## src/rtl/spi_frame_pkg.sv

```systemverilog
// Shared types and constants for the framed SPI initiator.
// Holds the FSM state enum, frame overhead and idle line levels.
package spi_frame_pkg;

    typedef enum logic [2:0] {
        IDLE,
        SETUP,
        START,
        DATA,
        STOP,
        DONE
    } state_t;

    // SETUP + START + STOP periods around the payload
    localparam int SPI_FRAME_OVERHEAD = 3;

    localparam logic IDLE_CS_N    = 1'b1;
    localparam logic IDLE_START_N = 1'b1;
    localparam logic IDLE_SCLK    = 1'b0;
    localparam logic IDLE_MOSI    = 1'b1;

endpackage

```

## src/rtl/spi_frame_master_sclk_gen.sv

```systemverilog
// Serial clock generator: divider counter plus half-phase flag.
// Ports: clear (start a frame), halt (end a frame), sclk, period_start, sample.
module spi_sclk_gen #(
    parameter int CLK_DIV = 4
) (
    input  logic clk,
    input  logic rst,
    input  logic clear,
    input  logic halt,
    output logic sclk,
    output logic period_start,
    output logic sample
);
    import spi_frame_pkg::*;

    localparam logic [7:0] LAST = 8'(CLK_DIV - 1);

    logic [7:0] cnt;
    logic       half;
    logic       running;
    logic       wrap;

    assign wrap = (cnt == LAST);

    // half=0 is the high half of the period, half=1 the low half
    always_ff @(posedge clk or posedge rst) begin
        if (rst) begin
            cnt     <= 8'd0;
            half    <= 1'b0;
            running <= 1'b0;
            sclk    <= IDLE_SCLK;
        end else if (clear) begin
            cnt     <= 8'd0;
            half    <= 1'b0;
            running <= 1'b1;
            sclk    <= 1'b1;
        end else if (halt) begin
            cnt     <= 8'd0;
            half    <= 1'b0;
            running <= 1'b0;
            sclk    <= IDLE_SCLK;
        end else if (running) begin
            if (wrap) begin
                cnt  <= 8'd0;
                half <= ~half;
                sclk <= half;
            end else begin
                cnt <= cnt + 8'd1;
            end
        end
    end

    assign period_start = running & ~half & (cnt == 8'd0);
    assign sample       = running & half & wrap;

endmodule

```

## src/rtl/spi_frame_master.sv

```systemverilog
// Framed SPI initiator: sends one byte on MOSI, receives one framed byte on MISO.
// Ports: start/tx_data command in; busy/done/rx_data/frame_err status; cs_n/start_n/sclk/mosi/miso pins.
module spi_frame_master #(
    parameter int DATA_W  = 8,
    parameter int CLK_DIV = 4
) (
    input  logic              clk,
    input  logic              rst,
    input  logic              start,
    input  logic [DATA_W-1:0] tx_data,
    output logic              busy,
    output logic              done,
    output logic [DATA_W-1:0] rx_data,
    output logic              frame_err,
    output logic              cs_n,
    output logic              start_n,
    output logic              sclk,
    output logic              mosi,
    input  logic              miso
);
    import spi_frame_pkg::*;

    localparam int CNT_W = (DATA_W > 1) ? $clog2(DATA_W) : 1;
    localparam logic [CNT_W-1:0] TOP_BIT = CNT_W'(DATA_W - 1);

    state_t            state;
    logic [DATA_W-1:0] tx_sh;
    logic [DATA_W-1:0] rx_sh;
    logic [CNT_W-1:0]  bit_cnt;
    logic              start_bit;
    logic              accept;
    logic              halt;
    logic              period_start;
    logic              sample;

    assign accept = (state == IDLE) && start;
    assign halt   = (state == STOP) && sample;

    spi_sclk_gen #(
        .CLK_DIV(CLK_DIV)
    ) u_sclk_gen (
        .clk         (clk),
        .rst         (rst),
        .clear       (accept),
        .halt        (halt),
        .sclk        (sclk),
        .period_start(period_start),
        .sample      (sample)
    );

    // Line outputs are loaded on the edge that closes a period, so they
    // change together with the sclk rise that opens the next one.
    always_ff @(posedge clk or posedge rst) begin
        if (rst) begin
            state     <= IDLE;
            tx_sh     <= '0;
            rx_sh     <= '0;
            bit_cnt   <= '0;
            start_bit <= 1'b0;
            busy      <= 1'b0;
            done      <= 1'b0;
            rx_data   <= '0;
            frame_err <= 1'b0;
            cs_n      <= IDLE_CS_N;
            start_n   <= IDLE_START_N;
            mosi      <= IDLE_MOSI;
        end else begin
            done <= 1'b0;
            unique case (state)
                IDLE: begin
                    if (start) begin
                        tx_sh   <= tx_data;
                        state   <= SETUP;
                        cs_n    <= 1'b0;
                        busy    <= 1'b1;
                        start_n <= 1'b1;
                        mosi    <= 1'b1;
                    end
                end
                SETUP: begin
                    if (sample) begin
                        state   <= START;
                        start_n <= 1'b0;
                    end
                end
                START: begin
                    if (sample) begin
                        start_bit <= miso;
                        state     <= DATA;
                        start_n   <= 1'b1;
                        mosi      <= tx_sh[DATA_W-1];
                        bit_cnt   <= TOP_BIT;
                    end
                end
                DATA: begin
                    // MSB already on mosi; expose the next bit early in the period
                    if (period_start) begin
                        tx_sh <= tx_sh << 1;
                    end
                    if (sample) begin
                        rx_sh <= (rx_sh << 1) | DATA_W'(miso);
                        if (bit_cnt == '0) begin
                            state <= STOP;
                            mosi  <= 1'b1;
                        end else begin
                            bit_cnt <= bit_cnt - CNT_W'(1);
                            mosi    <= tx_sh[DATA_W-1];
                        end
                    end
                end
                STOP: begin
                    if (sample) begin
                        state     <= DONE;
                        done      <= 1'b1;
                        rx_data   <= rx_sh;
                        frame_err <= start_bit | ~miso;
                        cs_n      <= IDLE_CS_N;
                        start_n   <= IDLE_START_N;
                        mosi      <= IDLE_MOSI;
                    end
                end
                DONE: begin
                    state <= IDLE;
                    busy  <= 1'b0;
                end
                default: begin
                    state <= IDLE;
                end
            endcase
        end
    end

endmodule

```

## config.mk

```make
export PLATFORM = sky130hd
export DESIGN_NAME = spi_frame_master
export DESIGN_NICKNAME = d
export VERILOG_FILES = /design/src/rtl/spi_frame_pkg.sv /design/src/rtl/spi_frame_master_sclk_gen.sv /design/src/rtl/spi_frame_master.sv
export SDC_FILE = /design/constraint.sdc
export NUM_CORES = 1
export LEC_CHECK = 0
export CAP_MARGIN = 20
export CORE_ASPECT_RATIO = 1.2
export CORE_MARGIN = 4
export CORE_UTILIZATION = 50
export DETAILED_ROUTE_END_ITERATION = 10
export PLACE_DENSITY = 0.79
export SYNTH_ARGS = -nofsm -noshare
export SYNTH_HDL_FRONTEND = slang
export SYNTH_HIERARCHICAL = 1
export SYNTH_SLANG_ARGS = --single-unit
```

## constraint.sdc

```tcl
create_clock -name clk -period 2.5 [get_ports clk]
set_clock_uncertainty 0.1 [all_clocks]
set_input_delay 0.25 -clock clk [delete_from_list [all_inputs] [get_ports clk]]
set_output_delay 0.25 -clock clk [all_outputs]
set_load 0.005 [all_outputs]
```

== Yosys cells after proc, flatten, opt, wreduce, memory -nomap -nowiden ==
Cells that the tools add are included.

* Flip-flop bits (word level): 48
* Output and inout port bits: 15
* Logic and storage cells: 108
* Input port bits: 12

* Multiplexer cells: 41
* Eq/ne operators: 15
* Add/subtract/negate cells: 2
* Bitwise operators: 8
* Reductions and logical operators: 26

{| class="wikitable"
|+ Operator list
! kind !! count
|-
| two-way mux 8 bit || 6
|-
| two-way mux 3 bit || 9
|-
| two-way mux 1 bit || 19
|-
| inequality test 2 bit (second input constant) || 8
|-
| case mux 8 bit (2 select lines) || 1
|-
| case mux 3 bit (5 select lines) || 1
|-
| AND reduction 2 bit || 5
|-
| nonzero test 2 bit || 5
|-
| nonzero test 3 bit || 3
|-
| adder 8 x 1 -> 8 bit (second input constant) || 1
|-
| equality test 8 x 2 -> 1 bit (second input constant) || 1
|-
| zero test 8 bit || 1
|-
| OR 8 x 1 -> 8 bit || 1
|-
| AND reduction 4 bit || 2
|-
| equality test 3 x 2 -> 1 bit (second input constant) || 2
|-
| equality test 3 bit (second input constant) || 2
|-
| zero test 3 bit || 2
|-
| case mux 3 bit (2 select lines) || 1
|-
| AND reduction 3 bit || 2
|-
| AND reduction 6 bit || 1
|-
| AND reduction 5 bit || 1
|-
| bitwise AND 1 bit || 4
|-
| case mux 1 bit (2 select lines) || 2
|-
| case mux 1 bit (4 select lines) || 1
|-
| other kinds (9) || 11
|}

== Longest topological paths before layout ==
* Depth after elaboration: 5
* Gate-level depth with buffers: 10

== Hierarchy ==
The synthesis kept the hierarchy.

{| class="wikitable"
|+ By module, submodules not included
! module !! sequential area each (µm²) !! cells each !! times used !! area each (µm²)
|-
| spi_frame_master || 929.6 || 133 || 1 || 1,700.4
|-
| spi_sclk_gen || 275.3 || 63 || 1 || 603.1
|}

== Worst setup path after synthesis ==
Ideal clock, no wire load.

* Path type: register to register
* From: register u_sclk_gen.cnt[3]
* To: register u_sclk_gen.cnt[5]
* Path buffers: 2
* Cell stages (with the launch flop): 11
* Setup slack: -0.090 ns
* Setup time: 0.122 ns
* Data required time: 2.278 ns
* Arrival time: 2.368 ns
* Path through: dfrtp_1 > nor4_4 > nand4_1 > nor2_1 > clkbuf_1 > and4bb_1 > buf_2 > nor3_1 > nor3_1 > xnor2_1 > nor2_1

* Cells in the longest elaborated chain, start to end: 5
* Elaborated cells between the ends (all ways): 9
* Those cells by class: add/sub (1); eq/ne (1); mux (4); bitwise (1); reduce/logical (2)

{| class="wikitable"
|+ Ends and longest elaborated chain
! what !! RTL line !! text
|-
| start, declared || spi_frame_master_sclk_gen.sv:18 || <nowiki>logic [7:0] cnt;</nowiki>
|-
| start signal, assigned || spi_frame_master_sclk_gen.sv:48 || <nowiki>cnt <= cnt + 8'd1;</nowiki>
|-
| equality test 8 x 2 -> 1 bit (*) || spi_frame_master_sclk_gen.sv:23 || <nowiki>assign wrap = (cnt == LAST);</nowiki>
|-
| bitwise AND 1 bit (*) || spi_frame_master_sclk_gen.sv:54 || <nowiki>assign sample = running & half & wrap;</nowiki>
|-
| named net sample || spi_frame_master.sv:34 || <nowiki>logic sample;</nowiki>
|-
| logical AND 1 bit (*) || spi_frame_master.sv:37 || <nowiki>assign halt = (state == STOP) && sample;</nowiki>
|-
| named net halt || spi_frame_master.sv:32 || <nowiki>logic halt;</nowiki>
|-
| two-way mux 8 bit || spi_frame_master_sclk_gen.sv:37 || <nowiki>end else if (halt) begin</nowiki>
|-
| two-way mux 8 bit || spi_frame_master_sclk_gen.sv:32 || <nowiki>end else if (clear) begin</nowiki>
|}

The timed path passes the listed nets; every way through them passes the cells marked *. The select of a mux whose other input is x is not followed.
A chain may end at the register's enable or synchronous reset.

== Worst setup path after layout ==
* From: register u_sclk_gen.cnt[3]
* To: register bit_cnt[1]

* Cells in the longest elaborated chain, start to end: 4
* Elaborated cells between the ends (all ways): 5
* Those cells by class: eq/ne (3); bitwise (1); reduce/logical (1)

{| class="wikitable"
|+ Ends and longest elaborated chain
! what !! RTL line !! text
|-
| equality test 8 x 2 -> 1 bit (*) || spi_frame_master_sclk_gen.sv:23 ||
|-
| bitwise AND 1 bit (*) || spi_frame_master_sclk_gen.sv:54 ||
|-
| named net sample || spi_frame_master.sv:34 ||
|-
| inequality test 2 bit (no line) || n/a ||
|-
| AND reduction 4 bit (no line) (*) || n/a ||
|-
| end signal, assigned || spi_frame_master.sv:106 || <nowiki>bit_cnt <= bit_cnt - CNT_W'(1);</nowiki>
|-
| end, declared || spi_frame_master.sv:29 || <nowiki>logic [CNT_W-1:0] bit_cnt;</nowiki>
|}

The timed path passes the listed nets; every way through them passes the cells marked *.

==> out/results.txt <==
Die Y: 82.4 µm
Tmin final: 2290 ps
synthesized instance count: 196
Site Rows: 26
first-pass GRT wire length: 7.09 mm
Die Wd: 70.0 µm
DP Wirelength: 2.80 mm
DRC viols: 0
M3 GR Usage: 0.0436
IO buf count: 26
Syn Nets: 213
pre-CTS setup slack: 239 ps
Final Hold Vio Count: 0
vias in the first global route: 1,549
fin worst setup slack: 207 ps
clk sinks: 48
number of fill cells: 357
H-tree depth: 2
Final period util: 0.917
Synth top area share: 0.489
f_max: 436 MHz
area added between synthesis and finish: 20.9%
clk buf depth: 2
critical path peak fanout: 7
worst path cell trace: nor4_4 -> nand4_1 -> nor2_1 -> buf_4 -> and3b_1 -> o21a_1 -> mux2_2
drt total wl: 4.04 mm
Yosys cell types: 47
# diodes: 0
status: finished, final reports clean
worst rel slew slack: 0.681
largest net degree at the start of global routing: 38
Initial Util: 0.528
layout cells sized above 1: 0.239
asr flop ratio synth: 1.00
buffer and inverter count on the worst path: 1
most frequent cells after synthesis: dfrtp_1, mux2_2, inv_1
count leader, synth: dfrtp_1
required time of the critical path: 2590 ps
peak supply drop: 0.669 mV
gpl congestion: 0.765
GR Overflow Total: 0
Most used DFF post-synth: dfrtp_1
leading area contributor after synthesis: dfrtp_1
Critical Path Max Stage Delay: 450 ps
P_leak: 1.28 nW
Synth area leaders: dfrtp_1, mux2_2, dfstp_2, inv_1, ha_1
Post-Syn Area: 0.00230 mm²
setup TNS: 0 ps
RSZ-0062 raised after global routing: no
startpoint types: flop
met2 Track Usage GR: 0.274
Hold Crit Class: input port to async pin
routed len/inst: 14.1 µm
R2R Path Start: u_sclk_gen/cnt[3]
busiest layer in global routing: met2
Crit-path slowest cell: dfrtp_1
cell family with most CP delay: simple AND/OR/NAND/NOR gates
worst slew pin tran: 478 ps
Max-Cap Viols: 0
Final setup viols: 0
TritonCTS clock tree: yes
sequential fraction of the synthesis area: 0.523
final core utilization: 0.639
gr usage total: 0.157
total die area: 0.00576 mm²
worst skew pair latency: 310 ps
CTS root buffer: clkbuf_8
initial antenna violation count: 0
Post-synth EDFFs: 0
DR vias: 1,536
mean post-synth cell area: 11.8 µm²
WS Path Type: flop to flop
I/O pins: 27
Synth Register Bits: 48
CTS Buf Count: 5
Crit path arrival time: 2390 ps
max-slew violations: 0
Post-CTS Hold Buffers: 0
Detailed Routing Iterations Pass 1: 4
Via-to-Cell Ratio: 5.37
endpoint type of the worst setup path: flop
M1 GR Usage: 0.181
PwrDens: 981 mW/mm²
initial detailed-routing violation count: 72
synth warn: 6
core area: 0.00436 mm²
CP startpoint: u_sclk_gen/cnt[3]
Reg clk slew, reported paths: 90 ps
postcts setup bufs: 0
Nets: 246
post-CTS sizing: 0
antenna viol nets, final: 0
layout by cell type (no fill, tap or decap), drive strengths merged, types with 2 or more instances in the layout:
cell type / synthesis / routed
a21oi: 4 / 4
a31oi: 3 / 3
and3: 2 / 2
buf: 3 / 6
bufinv: 0 / 2
clkbuf: 3 / 5
clkdlybuf4s50: 0 / 26
dfrtp: 45 / 45
dfstp: 3 / 3
ha: 5 / 5
inv: 17 / 18
mux2: 31 / 31
mux2i: 4 / 4
nand2: 10 / 10
nand2b: 3 / 3
nand3: 7 / 7
nand3b: 2 / 2
nand4: 2 / 2
nor2: 14 / 14
nor2b: 2 / 2
nor3: 5 / 5
o21ai: 5 / 5
o31ai: 2 / 2
or3b: 2 / 2
xnor2: 3 / 3
xor2: 3 / 3
flip-flops by register name, indices dropped and copies added (netlist names):
| signal | cells |
|---|---|
| cs_n | 1 |
| rx_data | 8 |
| done | 1 |
| u_sclk_gen/sclk | 1 |
| u_sclk_gen/running | 1 |
| start_bit | 1 |
| frame_err | 1 |
| rx_sh | 8 |
| start_n | 1 |
| state | 3 |
| u_sclk_gen/cnt | 8 |
| busy | 1 |
| u_sclk_gen/half | 1 |
| bit_cnt | 3 |
| tx_sh | 8 |
| mosi | 1 |
cell type report:
cell class | count | area [µm²] | area share
clock buffer | 5 | 68.8 | 0.0247
clock inverter | 3 | 68.8 | 0.0247
inverter | 17 | 63.8 | 0.0229
multi-input combinational | 125 | 1000 | 0.360
sequential | 48 | 1200 | 0.433
tap | 56 | 70.1 | 0.0252
timing repair buffer | 32 | 305 | 0.110
cell families after synthesis:
kind of cell / after synthesis / synth area share
AO/OA/AOI/OAI: 25 / 0.0826
XOR/XNOR: 6 / 0.0228
adder cells (fa/ha/maj): 5 / 0.0272
buffers and inverters: 23 / 0.0418
flip-flops: 48 / 0.523
multiplexers: 35 / 0.169
AND/OR/NAND/NOR: 54 / 0.134
worst paths after layout:
path / endpoint / cells past startpoint / slack (ps)
worst max-delay path: bit_cnt[1] / 7 / 210
worst min-delay path: u_sclk_gen/cnt[3] / 2 / 160
max in group asynchronous: start_n / 3 / 1670
min in group clk: cs_n / 2 / 390
worst max register to register: bit_cnt[1] / 7 / 210
worst min register to register: cs_n / 2 / 390
power by group:
part,switching (mW),leakage (nW),internal (mW),total [mW]
logic,0.404,0.603,0.475,0.879
clock network,0.271,0.0687,0.402,0.674
registers,0.177,0.608,1.00,1.18
through the flow:
| step | hold slack, ps | cell area (µm²) | power [mW] | instances |
|---|---|---|---|---|
| after floorplan | 2.44 | 2310 | 1.83 | 196 |
| after CTS | 159 | 2780 | 2.76 | 286 |
| final | 156 | 2780 | 2.73 | 286 |
| after global placement | 371 | 2650 | 2.05 | 278 |
| after global routing | 183 | 2780 | 2.93 | 286 |
| after detailed placement | 377 | 2650 | 2.07 | 278 |
metal layers:
metal,vias to the layer above,part of all wire
met1,759,0.43
met5,-,0
met3,8,0.035
met2,24,0.51
met4,0,0.022
li1,745,-
No activity file was read; power rests on OpenSTA's default activity.
